<file path="config.mk">
export PLATFORM = sky130hd
export DESIGN_NAME = pipe_skid_reg_flat
export DESIGN_NICKNAME = d
export VERILOG_FILES = /design/src/rtl/pipe_skid_reg_if.sv /design/src/rtl/pipe_skid_reg.sv /design/src/flat_wrapper.sv
export SDC_FILE = /design/constraint.sdc
export NUM_CORES = 1
export LEC_CHECK = 0
export CELL_PAD_IN_SITES_DETAIL_PLACEMENT = 0
export CELL_PAD_IN_SITES_GLOBAL_PLACEMENT = 2
export CORE_MARGIN = 2
export CORE_UTILIZATION = 30
export CTS_BUF_LIST = sky130_fd_sc_hd__clkbuf_16
export DETAILED_ROUTE_END_ITERATION = 10
export GPL_TIMING_DRIVEN = 0
export PLACE_DENSITY = 0.87
export SYNTH_ARGS = -nofsm -noshare
export SYNTH_HDL_FRONTEND = slang
export SYNTH_SLANG_ARGS = --single-unit
export TNS_END_PERCENT = 20
</file>
<file path="constraint.sdc">
create_clock -name clk -period 11.1 [get_ports clk]
set_input_delay 2.22 -clock clk [delete_from_list [all_inputs] [get_ports clk]]
set_output_delay 2.22 -clock clk [all_outputs]
set_load 0.02 [all_outputs]
</file>
<file path="src/rtl/pipe_skid_reg_if.sv">
// Valid/ready payload handshake between two pipeline stages, plus the stage's flush/freeze controls.
// The producer side uses modport master; the stage register itself uses modport slave.
interface pipe_skid_reg_if #(
  parameter int unsigned DATA_W = 128,
  parameter int unsigned CTRL_W = 13
);
  logic              flush;
  logic              freeze;
  logic              in_valid;
  logic              in_ready;
  logic [CTRL_W-1:0] in_ctrl;
  logic [DATA_W-1:0] in_data;
  logic              out_valid;
  logic              out_ready;
  logic [CTRL_W-1:0] out_ctrl;
  logic [DATA_W-1:0] out_data;
  logic [1:0]        occupancy;

  modport master (
    output flush, freeze, in_valid, in_ctrl, in_data, out_ready,
    input  in_ready, out_valid, out_ctrl, out_data, occupancy
  );

  modport slave (
    input  flush, freeze, in_valid, in_ctrl, in_data, out_ready,
    output in_ready, out_valid, out_ctrl, out_data, occupancy
  );
endinterface

</file>
<file path="src/rtl/pipe_skid_reg.sv">
// Generic inter-stage pipeline register with a two-entry skid buffer.
// in_ready depends only on registered state plus flush/freeze; flush kills entries, freeze holds all state.
module pipe_skid_reg #(
  parameter int unsigned DATA_W         = 128,
  parameter int unsigned CTRL_W         = 13,
  parameter bit          FLUSH_CLR_DATA = 1'b0
) (
  input  logic                clk,
  input  logic                rst,
  pipe_skid_reg_if.slave      bus
);

  typedef enum logic [1:0] {
    EMPTY = 2'd0,
    ONE   = 2'd1,
    TWO   = 2'd2
  } state_e;

  state_e            state_q, state_d;
  logic [CTRL_W-1:0] m_ctrl_q, m_ctrl_d;
  logic [DATA_W-1:0] m_data_q, m_data_d;
  logic [CTRL_W-1:0] s_ctrl_q, s_ctrl_d;
  logic [DATA_W-1:0] s_data_q, s_data_d;

  logic m_valid;
  logic s_valid;
  logic in_fire;
  logic out_fire;

  // Valid bits are decoded from the state so S valid without M is unrepresentable.
  assign m_valid = (state_q != EMPTY);
  assign s_valid = (state_q == TWO);

  assign bus.in_ready  = !s_valid && !bus.freeze && !bus.flush && !rst;
  assign bus.out_valid = m_valid && !bus.freeze && !bus.flush;
  assign bus.out_ctrl  = m_ctrl_q & {CTRL_W{m_valid}};
  assign bus.out_data  = m_data_q;
  assign bus.occupancy = 2'(m_valid) + 2'(s_valid);

  assign in_fire  = bus.in_valid && bus.in_ready;
  assign out_fire = bus.out_valid && bus.out_ready;

  always_ff @(posedge clk or posedge rst) begin
    if (rst) begin
      state_q  <= EMPTY;
      m_ctrl_q <= '0;
      m_data_q <= '0;
      s_ctrl_q <= '0;
      s_data_q <= '0;
    end else begin
      state_q  <= state_d;
      m_ctrl_q <= m_ctrl_d;
      m_data_q <= m_data_d;
      s_ctrl_q <= s_ctrl_d;
      s_data_q <= s_data_d;
    end
  end

  // Next-state and storage updates; fire signals are already gated by flush/freeze.
  always_comb begin
    state_d  = state_q;
    m_ctrl_d = m_ctrl_q;
    m_data_d = m_data_q;
    s_ctrl_d = s_ctrl_q;
    s_data_d = s_data_q;

    if (bus.flush) begin
      state_d  = EMPTY;
      m_ctrl_d = '0;
      s_ctrl_d = '0;
      if (FLUSH_CLR_DATA) begin
        m_data_d = '0;
        s_data_d = '0;
      end
    end else if (!bus.freeze) begin
      unique case (state_q)
        EMPTY: begin
          if (in_fire) begin
            m_ctrl_d = bus.in_ctrl;
            m_data_d = bus.in_data;
            state_d  = ONE;
          end
        end
        ONE: begin
          if (in_fire && out_fire) begin
            m_ctrl_d = bus.in_ctrl;
            m_data_d = bus.in_data;
          end else if (in_fire) begin
            s_ctrl_d = bus.in_ctrl;
            s_data_d = bus.in_data;
            state_d  = TWO;
          end else if (out_fire) begin
            m_ctrl_d = '0;
            state_d  = EMPTY;
          end
        end
        TWO: begin
          if (out_fire) begin
            m_ctrl_d = s_ctrl_q;
            m_data_d = s_data_q;
            state_d  = ONE;
          end
        end
        default: state_d = EMPTY;
      endcase
    end
  end

endmodule

</file>
<file path="src/flat_wrapper.sv">
// flat-port wrapper written by rule: the top's interface ports become plain ports
module pipe_skid_reg_flat 
#(
  parameter int unsigned DATA_W         = 128,
  parameter int unsigned CTRL_W         = 13,
  parameter bit          FLUSH_CLR_DATA = 1'b0
)
  (clk, rst, bus_flush, bus_freeze, bus_in_valid, bus_in_ctrl, bus_in_data, bus_out_ready, bus_in_ready, bus_out_valid, bus_out_ctrl, bus_out_data, bus_occupancy);
  pipe_skid_reg_if #(.DATA_W(DATA_W), .CTRL_W(CTRL_W)) bus_i ();
  input  logic clk;
  input  logic rst;
  input wire logic [$bits(bus_i.flush)-1:0] bus_flush;
  input wire logic [$bits(bus_i.freeze)-1:0] bus_freeze;
  input wire logic [$bits(bus_i.in_valid)-1:0] bus_in_valid;
  input wire logic [$bits(bus_i.in_ctrl)-1:0] bus_in_ctrl;
  input wire logic [$bits(bus_i.in_data)-1:0] bus_in_data;
  input wire logic [$bits(bus_i.out_ready)-1:0] bus_out_ready;
  output wire logic [$bits(bus_i.in_ready)-1:0] bus_in_ready;
  output wire logic [$bits(bus_i.out_valid)-1:0] bus_out_valid;
  output wire logic [$bits(bus_i.out_ctrl)-1:0] bus_out_ctrl;
  output wire logic [$bits(bus_i.out_data)-1:0] bus_out_data;
  output wire logic [$bits(bus_i.occupancy)-1:0] bus_occupancy;
  assign bus_i.flush = bus_flush;
  assign bus_i.freeze = bus_freeze;
  assign bus_i.in_valid = bus_in_valid;
  assign bus_i.in_ctrl = bus_in_ctrl;
  assign bus_i.in_data = bus_in_data;
  assign bus_i.out_ready = bus_out_ready;
  assign bus_in_ready = bus_i.in_ready;
  assign bus_out_valid = bus_i.out_valid;
  assign bus_out_ctrl = bus_i.out_ctrl;
  assign bus_out_data = bus_i.out_data;
  assign bus_occupancy = bus_i.occupancy;
  pipe_skid_reg #(.DATA_W(DATA_W), .CTRL_W(CTRL_W), .FLUSH_CLR_DATA(FLUSH_CLR_DATA)) u_core (.clk(clk), .rst(rst), .bus(bus_i));
endmodule
</file>
### Word level (Yosys, flattened, before mapping)

Cells that the tools add are included.

* register bits: 284
* output and inout port bits: 145
* word-level logic and storage cells: 70

* add/sub/neg operators: 1
* equal/unequal tests: 13
* muxes and demuxes: 24
* bitwise logic cells: 4
* reductions and logical operators: 23

Operators with widths (number)
* $mux W128: 3
* $pmux W128 S3: 1
* $mux W13: 11
* $pmux W13 S3: 1
* $mux W2: 7
* $and A13 B13 Y13: 1
* $reduce_and A6 Y1: 2
* $reduce_and A5 Y1: 2
* $logic_and A1 B1 Y1: 8
* $ne A4 B2 Y1 const B: 2
* $ne A2 B2 Y1 const B: 3
* $ne A3 B3 Y1 const B: 2
* $pmux W2 S3: 1
* $reduce_bool A2 Y1: 3
* $logic_not A1 Y1: 4
* $ne A2 B1 Y1 const B: 2
* $ne A4 B4 Y1 const B: 1
* $reduce_and A4 Y1: 1
* $reduce_bool A4 Y1: 1
* $ne A3 B2 Y1 const B: 1
* $not A1 Y1: 3
* $reduce_bool A3 Y1: 1
* $add A1 B1 Y2: 1
* $eq A2 B1 Y1 const B: 1
* 2 further kinds: 2

### Depth between registers and ports, before layout

* word-level depth: 11
* depth in mapped cells: 12

### Worst setup path after synthesis

Ideal clock, no wire load.

* path kind: in2out
* from: input port bus_flush
* to: output port bus_in_ready
* data arrival time: 3.043 ns
* setup slack: 5.837 ns
* cell stages on the path: 3
* path buffers: 1
* path through: buf_2 -> or3_4 -> nor2_1

* cells in the longest elaborated chain, start to end: 3

Ends and longest elaborated chain
* from (decl): RTL line flat_wrapper.sv:12 `input wire logic [$bits(bus_i.flush)-1:0] bus_flush;`
* $logic_not A1 Y1: RTL line pipe_skid_reg.sv:34 `assign bus.in_ready = !s_valid && !bus.freeze && !bus.flush && !rst;`
* $logic_and A1 B1 Y1 (2 in a row): RTL line pipe_skid_reg.sv:34
* to (decl): RTL line flat_wrapper.sv:18 `output wire logic [$bits(bus_i.in_ready)-1:0] bus_in_ready;`

Every way passes these cells.

### Worst setup path after layout

Ends and elaborated chain as after synthesis.

==> load_flow_metrics.sql <==
INSERT INTO impl_metrics (metric_group, metric, value, unit) VALUES
('clock_network', 'clock_tree.htree_level_count', '2', ''),
('yosys', 'synth.cell_area', '12200', 'um^2'),
('yosys', 'number_of_synthesized_register_bits', '284', ''),
('clock_network', 'insertion_delay', '0.54', 'ns'),
('placed_design', 'placedCellCount', '2103', ''),
('sta', 'final.min_clock_period', '6.24', 'ns'),
('worst_hold_path', 'min-delay-path-class', 'reg2reg', ''),
('routing', 'wirelength', '37100', 'um'),
('clock_network', 'cts_repair_resize_count', '0', ''),
('grt', 'grt-ovfl-total', '0', ''),
('layout', 'final_nets', '1767', ''),
('worst_setup_path', 'critical_path.endpoint_type', 'output port', ''),
('worst_setup_path', 'crit_path_max_incr_delay', '0.63', 'ns'),
('routing', 'detailedRoute.firstPassIterationCount', '4', ''),
('grt', 'grt_use_total', '17.7', '%'),
('sta', 'hold_viol_final', '0', ''),
('grt', 'use_met3', '3.58', '%'),
('floorplanning', 'floorplan.die_area', '42300', 'um^2'),
('floorplanning', 'rows', '73', ''),
('worst_setup_path', 'timing.critical_path.fanout_max', '10', ''),
('worst_setup_path', 'setup.reg_to_reg.worst_slack', '7.80', 'ns'),
('worst_setup_path', 'worstReg2RegStart', 'u_core.state_q[0]', ''),
('layout', 'number_of_inserted_filler_cells_in_the_final_layout', '3921', ''),
('floorplanning', 'die_width', '206', 'um'),
('routing', 'final_antenna_net_count', '0', ''),
('floorplanning', 'start_util', '30.5', '%'),
('worst_hold_path', 'hold_path_depth', '2', ''),
('worst_setup_path', 'worstPathCellList', 'clkdlybuf4s50_1 -> buf_2 -> or3_4 -> nor2_1 -> clkdlybuf4s50_1', ''),
('grt', 'grt.busiest_layer', 'met2', ''),
('routing', 'detailedRoute.firstIterationViolations', '377', ''),
('yosys', 'syn_area_per_cell', '9.49', 'um^2'),
('worst_setup_path', 'criticalPathCategory', 'in2out', ''),
('layout', 'final_layout_size_suffix_gt1_share', '4.45', '%'),
('layout', 'synthToLayoutAreaGrowth', '39.0', '%'),
('sta', 'timing.clock.skew', '0.0263', 'ns'),
('clock_network', 'cts-buffers-inserted', '35', ''),
('grt', 'antenna_violations_before_repair', '7', ''),
('yosys', 'synth.net_count', '1437', ''),
('placed_design', 'routabilityCongestion', '0.792', ''),
('clock_network', 'cts-hold-fix-buffers', '0', ''),
('floorplanning', 'placeableCoreArea', '39900', 'um^2'),
('routing', 'drt-wirelength-per-cell', '17.1', 'um'),
('clock_network', 'clkSlewWorstSetupHoldPaths', '0.06', 'ns'),
('clock_network', 'postCtsSetupRepairBufs', '0', ''),
('power', 'ir_worst_vdd', '0.0972', 'mV'),
('clock_network', 'clock_tree_root', 'clkbuf_16', ''),
('routing', 'num_vias', '9949', ''),
('clock_network', 'cts_tree', 'yes', ''),
('floorplanning', 'floorplan.io_pins', '292', ''),
('routing', 'drt-vias-per-instance', '4.58', ''),
('grt', 'global_route.usage.met2', '28.1', '%'),
('worst_setup_path', 'cp-start-kind', 'input pin', ''),
('worst_setup_path', 'cp_common_cell', 'clkdlybuf4s50_1', ''),
('routing', 'drcViolationCount', '0', ''),
('placed_design', 'portBuffers', '291', ''),
('power', 'power_density', '213', 'nW/um^2'),
('layout', 'stdcell_count', '2170', ''),
('placed_design', 'post-dp-hpwl', '25700', 'um'),
('sta', 'tightestPinTransition', '0.988', 'ns'),
('yosys', 'synth-seq-area-share', '58.3', '%'),
('sta', 'timing.fmax', '0.160', 'GHz'),
('clock_network', 'max_root_sink_buffers', '3', ''),
('yosys', 'ys_types', '33', ''),
('sta', 'setup_viol_count_final', '0', ''),
('worst_setup_path', 'critPathRequiredTime', '8.88', 'ns'),
('worst_setup_path', 'timing.critical_path.arrival', '4.02', 'ns'),
('floorplanning', 'die_height', '206', 'um'),
('run_status', 'run_status', 'finished clean', ''),
('grt', 'grt_max_degree', '117', ''),
('worst_hold_path', 'worst_hold_startpoint', 'u_core.s_data_q[3]', ''),
('worst_setup_path', 'r2r-end', 'u_core.s_ctrl_q[9]', '');
cells by family (layout without fill, tap and decap cells):
kind of cell	Yosys count	after routing	synth area share, %
AND/OR/NAND/NOR	609	609	19.7
flip-flops	284	284	58.3
AO/OA/AOI/OAI	165	165	7.41
multiplexers	129	129	10.6
buffers and inverters	92	449	3.40
adder cells (fa/ha/maj)	5	5	0.513
XOR/XNOR	1	1	0.0718
other	0	3	0
cells in the final DEF, fill, tap and decap left out, types with 2 or more instances in the layout:
master / Yosys / layout
and2_1: 2 / 2
clkdlybuf4s50_1: 0 / 291
clkinv_2: 0 / 6
dfrtp_1: 284 / 284
clkbuf_1: 63 / 63
a211oi_1: 2 / 2
a221oi_1: 13 / 13
o21ai_0: 101 / 101
buf_2: 13 / 13
inv_1: 9 / 19
o32ai_1: 2 / 2
diode_2: 0 / 3
nand2_1: 553 / 553
buf_6: 7 / 7
o21ai_1: 40 / 40
nor2_1: 6 / 6
clkinv_1: 0 / 5
clkbuf_16: 0 / 35
inv_6: 0 / 3
bufinv_16: 0 / 4
mux2i_1: 128 / 128
nand2b_1: 2 / 2
nand3_1: 14 / 14
ha_1: 5 / 5
buf_16: 0 / 2
nor2b_1: 26 / 26
where the power goes:
group | total [W] | internal (W) | switching, W
combinational | 0.00103 | 0.000484 | 0.000544
clock | 0.00112 | 0.000667 | 0.000451
sequential | 0.00147 | 0.00131 | 0.000160
per-layer routing:
| layer | share of wire [%] | vias to the layer above | wire [um] |
|---|---|---|---|
| li1 | - | 4852 | - |
| met1 | 45 | 4785 | 16500 |
| met2 | 47 | 242 | 17400 |
| met3 | 5.6 | 62 | 2070 |
| met4 | 2.7 | 8 | 1010 |
| met5 | 0.17 | - | 64 |
layout make-up:
class / instances / area, um^2 / share of cell area (%)
Clock inverter: 29 / 236 / 1.40
Clock buffer: 35 / 876 / 5.17
Timing Repair Buffer: 293 / 2970 / 17.5
Tap cell: 525 / 657 / 3.88
Multi-Input combinational cell: 909 / 4670 / 27.6
Sequential cell: 284 / 7110 / 41.9
Inverter: 9 / 41.3 / 0.244
Buffer: 83 / 380 / 2.24
Antenna cell: 3 / 7.51 / 0.0443
state kept, by name (all words and copies together) (netlist names):
name and count:
u_core.s_ctrl_q 13, u_core.s_data_q 128, u_core.state_q 2, u_core.bus.out_data 128, u_core.m_ctrl_q 13
critical path: cells and delay by family:
kind	cells	cell delay [ns]
buf+inv	3	1.27
simple gates	2	0.52
how the worst max path moves through the flow:
stage                                         end  slack [ns]  cells past startpoint
after floorplan            u_core.bus.out_data[0]        1.04                      1
after global placement    u_core.bus.out_data[47]       -3.29                      2
after detailed placement             bus_in_ready        4.84                      5
after CTS                            bus_in_ready        4.83                      5
after global routing                 bus_in_ready        4.79                      5
final                                bus_in_ready        4.86                      5
stage by stage:
step	utilization [%]	total power (W)	worst slack, ns	TNS, ns	instance area [um^2]
after global routing	42.4	0.00382	4.79	0	16900
after global placement	39.5	0.00251	-3.29	-924.97	15800
after CTS	42.4	0.00367	4.83	0	16900
after detailed placement	39.6	0.00253	4.84	0	15800
final	42.5	0.00362	4.86	0	16900
after floorplan	-	0.00195	1.04	0	12200
Yosys cell counts, drive strengths merged:
master	number	area, um^2
o21ai	141	706
or4b	1	10.0
a21oi	1	5.00
nand3	14	70.1
o31ai	1	7.51
o32ai	2	17.5
dfrtp	284	7110
a31oi	1	6.26
o21bai	1	7.51
nand4	1	6.26
o32a	1	10.0
nor2	6	22.5
buf	20	144
mux2	1	11.3
clkbuf	63	236
nand2	553	2080
or3	1	11.3
inv	9	33.8
nor2b	26	163
a211oi	2	15.0
o221ai	1	8.76
and2	2	12.5
nand2b	2	12.5
xnor2	1	8.76
nor3b	1	7.51
a221oi	13	114
mux2i	128	1280
o22ai	1	6.26
nor3	1	5.00
nor4b	1	8.76
ha	5	62.6
(Power assumes the default switching activity.)
